[config.mk]
export PLATFORM = sky130hd
export DESIGN_NAME = div_unit
export DESIGN_NICKNAME = d
export VERILOG_FILES = /design/src/rtl/div_unit.sv
export SDC_FILE = /design/constraint.sdc
export NUM_CORES = 1
export LEC_CHECK = 0
export CAP_MARGIN = 20
export CORE_MARGIN = 10
export CORE_UTILIZATION = 45
export DETAILED_ROUTE_END_ITERATION = 8
export DONT_BUFFER_PORTS = 1
export SYNTH_ARGS = -nofsm -noshare
export SYNTH_HDL_FRONTEND = slang
export SYNTH_SLANG_ARGS = --single-unit
[constraint.sdc]
create_clock -name clock -period 3.9 [get_ports clock]
set_clock_uncertainty 0.1 [all_clocks]
set_input_delay 0.585 -clock clock [delete_from_list [all_inputs] [get_ports clock]]
set_output_delay 0.585 -clock clock [all_outputs]
set_load 0.02 [all_outputs]
[src/rtl/div_unit.sv]
// div_unit: 32-bit signed restoring divider, fixed 33-edge latency.
// Quotient truncates toward zero; remainder follows dividend sign.
module div_unit (
  input  logic        clock,
  input  logic        reset,
  input  logic [31:0] data_operandA,
  input  logic [31:0] data_operandB,
  input  logic        ctrl_DIV,
  output logic [31:0] data_result,
  output logic [31:0] data_remainder,
  output logic        data_exception,
  output logic        data_resultRDY
);

  typedef enum logic [1:0] {
    IDLE,
    RUN,
    FIX,
    DONE
  } state_t;

  state_t      state;
  logic [4:0]  cnt;
  logic [31:0] rem;
  logic [31:0] quot;
  logic [32:0] bmag;
  logic        sign_a;
  logic        sign_b;
  logic        b_zero;

  logic [32:0] a_ext;
  logic [32:0] b_ext;
  logic [32:0] amag;
  logic [32:0] bmag_in;
  logic [32:0] shifted;
  logic [32:0] diff;
  logic        borrow;
  logic [31:0] q_fix;
  logic [31:0] r_fix;
  logic        unused_bits;

  // 33-bit magnitudes so |0x80000000| stays positive
  assign a_ext   = {data_operandA[31], data_operandA};
  assign b_ext   = {data_operandB[31], data_operandB};
  assign amag    = a_ext[32] ? -a_ext : a_ext;
  assign bmag_in = b_ext[32] ? -b_ext : b_ext;

  assign shifted        = {rem, quot[31]};
  assign {borrow, diff} = {1'b0, shifted} - {1'b0, bmag};

  assign q_fix = (sign_a ^ sign_b) ? -quot : quot;
  assign r_fix = sign_a ? -rem : rem;

  assign unused_bits = ^{amag[32], diff[32]};

  always_ff @(posedge clock or negedge reset) begin
    if (!reset) begin
      state          <= IDLE;
      cnt            <= '0;
      rem            <= '0;
      quot           <= '0;
      bmag           <= '0;
      sign_a         <= 1'b0;
      sign_b         <= 1'b0;
      b_zero         <= 1'b0;
      data_result    <= '0;
      data_remainder <= '0;
      data_exception <= 1'b0;
      data_resultRDY <= 1'b0;
    end else begin
      data_resultRDY <= 1'b0;
      unique case (state)
        IDLE: begin
          if (ctrl_DIV) begin
            rem    <= '0;
            quot   <= amag[31:0];
            bmag   <= bmag_in;
            sign_a <= data_operandA[31];
            sign_b <= data_operandB[31];
            b_zero <= (data_operandB == 32'd0);
            cnt    <= '0;
            state  <= RUN;
          end
        end
        RUN: begin
          rem  <= borrow ? shifted[31:0] : diff[31:0];
          quot <= {quot[30:0], ~borrow};
          cnt  <= cnt + 5'd1;
          if (cnt == 5'd31)
            state <= FIX;
        end
        FIX: begin
          data_result    <= b_zero ? 32'd0 : q_fix;
          data_remainder <= b_zero ? 32'd0 : r_fix;
          data_exception <= b_zero;
          data_resultRDY <= 1'b1;
          state          <= DONE;
        end
        DONE: begin
          state <= IDLE;
        end
        default: state <= IDLE;
      endcase
    end
  end

endmodule

==> flow_summary.yaml <==
setup_path:
  startpoint: "rem[2]$_DFFE_PN0P_"
  crit_path_cell_trace: "ha_1 -> a21o_1 -> a21oi_1 -> a21oi_1 -> nor2_1 -> o211ai_1 -> a211oi_1 -> buf_4 -> o2bb2ai_4 -> buf_4 -> mux2_2 -> o22ai_1"
  crit_slowest_cell: "dfrtp_1"
  timing.rr.start: "rem[2]$_DFFE_PN0P_"
  end_kind: "flip-flop"
  start_kind: "flip-flop"
  reg2reg_depth: 12
  cp_max_fo: 17
  max_stage_delay_ns: 0.46
  cp.required_ns: 4.15
  worstSetupPathType: "flip-flop to flip-flop"
  arrival_ns: 3.56
clock_tree:
  cts.sinks: 173
  path_clk_slew_ns: 0.07
  cts_resized: 0
  clockBufferDepth: 2
  clk-insertion-delay-late_ns: 0.43
  tritoncts: "done"
  htree_levels: 4
  post-cts-setup-buffers: 0
  numCtsBuffers: 17
  ctsRootBufferMaster: "clkbuf_16"
route:
  vias: 8741
  dr.pass1.iters: 4
  final_antenna_net_count: 0
  drt_iter0_markers: 582
  drc: 0
  routed_via_density: 5.484
  totalWireLength_um: 27600
  wl_per_cell_um: 17.31
logic_synthesis:
  ys_ff_latch: 173
  yosysUniqueCellTypes: 62
  syn_avg_cell_area_um2: 8.646
  synth-edff-count: 0
  synth_area_um2: 11080
  yosysWarningCount: 0
  synth_top_cell_area_share: 0.3906
  synth-seq-area-share: 0.3906
  synth_area_leaders: "dfrtp_1 39%, xor2_1 7.7%, o21ai_0 6.3%"
  synthTopCellsByCount: "173 x dfrtp_1, 139 x o21ai_0, 138 x nand2_1"
  yosysMostFrequentCell: "dfrtp_1"
  synthCells: 1282
  syn_nets: 1392
  yosys.area.top_type: "dfrtp_1"
  ys_dominant_reg_cell: "dfrtp_1"
  ys_async_sr_fraction: 1.000
global_routing:
  met2_usage: 0.2657
  grt_max_degree: 174
  grt_busiest_layer: "met2"
  grtUsageTotal: 0.1754
  grt_overflow: 0
  grt_pass1_wl_um: 44840
  antenna_found_initial: 0
  gr-usage-met3: 0.04480
  grt_pass1_vias: 8370
  global_route.usage.met1: 0.2438
place:
  gp_congestion: 0.8576
  hpwl_um: 20570
  pre_cts_ws_ns: 0.4907
  port_buffers: 0
  dp_cells: 1561
pwr:
  finalPower_uw: 11140
  ir_drop_mv: 0.3303
  leakagePower_uw: 0.005481
  power_density_nw_per_um2: 922.0
layout:
  fin_nets: 1367
  fin_cells: 1594
  synthToLayoutAreaGrowth_pct: 8.974
  diodes: 0
  drive_above_1_share: 0.06693
timing:
  finalCriticalPeriod_ns: 3.308
  setup_violations: 0
  final-hold-violation-count: 173
  slew_headroom: 0.4243
  setup_slack_ns: 0.5920
  rsz0062_at_grt: "false"
  holdWs_ns: -0.2443
  fmax_ghz: 0.3023
  setup_tns_ns: 0
  slew_viol_final: 0
  worst_pin_slew_ns: 0.8603
  period_share: 0.8482
min_path:
  hold_path.class: "input pin to async pin"
die:
  rows: 57
  coreArea_um2: 24250
  die_area_um2: 31310
  initial_utilization: 0.4571
  pin_count: 133
  die_h_um: 176.9
  die_w_um: 176.9
flow_run:
  cap_violations: 0
run_status:
  status: "finished, violations left"
  violations: "hold timing"
## critical path: cells and delay by family, from the launching register on
| family | cells | cell delay (ns) |
|---|---|---|
| mux | 1 | 0.34 |
| compound gates | 7 | 1.28 |
| flops | 1 | 0.46 |
| simple gates | 1 | 0.21 |
| buf+inv | 2 | 0.44 |
| fa+ha+maj | 1 | 0.40 |
## final cells by class
cell class	instances	area, um2
inverters	113	424.2
well taps	324	405.4
repair buffers	22	190.2
multi-input cells	930	6120
flip-flops and latches	173	4329
clock buffers	17	425.4
clock inverters	15	185.2
fillers	2367	12170
## power breakdown
| part | switching, uW | internal [uW] |
|---|---|---|
| clock network | 765 | 1020 |
| logic | 3280 | 2440 |
| registers | 1090 | 2540 |
## metrics by stage
step / util / area, um2
after detailed placement: 0.4721 / 11450
after CTS: 0.4973 / 12060
after floorplan: - / 11080
after global routing: 0.4981 / 12080
final: 0.4981 / 12080
after global placement: 0.4721 / 11450
## metal layers
layer | part of all wire | routed length, um
met5 | 0 | 0
met4 | 0.014 | 383
met3 | 0.067 | 1848
met2 | 0.44 | 12050
met1 | 0.48 | 13320
## final timing paths
check / endpoint / slack [ns]
hold / removal: data_result[28]$_DFFE_PN0P_ / -0.24
setup reg to reg: rem[0]$_DFFE_PN0P_ / 0.59
min in group clock: bmag[32]$_DFFE_PN0P_ / 0.14
setup / recovery: rem[0]$_DFFE_PN0P_ / 0.59
max in group asynchronous: bmag[26]$_DFFE_PN0P_ / 3.76
hold reg to reg: bmag[18]$_DFFE_PN0P_ / 0.38
## logic make-up after synthesis
family | synth area share
xor gates and xnor gates | 0.1169
adders and majority gates | 0.04922
AOI/OAI and AO/OA | 0.2145
and+or+nand+nor | 0.1392
buffers and inverters | 0.06095
DFF | 0.3906
muxes | 0.02867
## placed cells by master, fill, tap and decap left out, types with 8 or more instances in the layout
cell type  instances
a21o_1            16
a21oi_1           70
a32oi_1           11
buf_4             20
clkbuf_16         17
dfrtp_1          173
ha_1              40
inv_1            113
mux2i_1           25
nand2_1          137
nand3_1            9
nand4_1            8
nor2_1            63
nor2b_1           12
nor3_1            16
nor4_1            10
o21ai_0          139
o22ai_1           66
o31ai_1           26
o41ai_1           14
or3_1              9
or4_1             18
xnor2_1           50
xor2_1            98
## registers in the layout, indices dropped and copies added, names as in the netlist, 2 cells and up
signal          count
bmag               33
data_remainder     32
data_result        32
quot               32
rem                32
cnt                 5
state               2
Note: power is estimated with default switching activity, not from simulation.
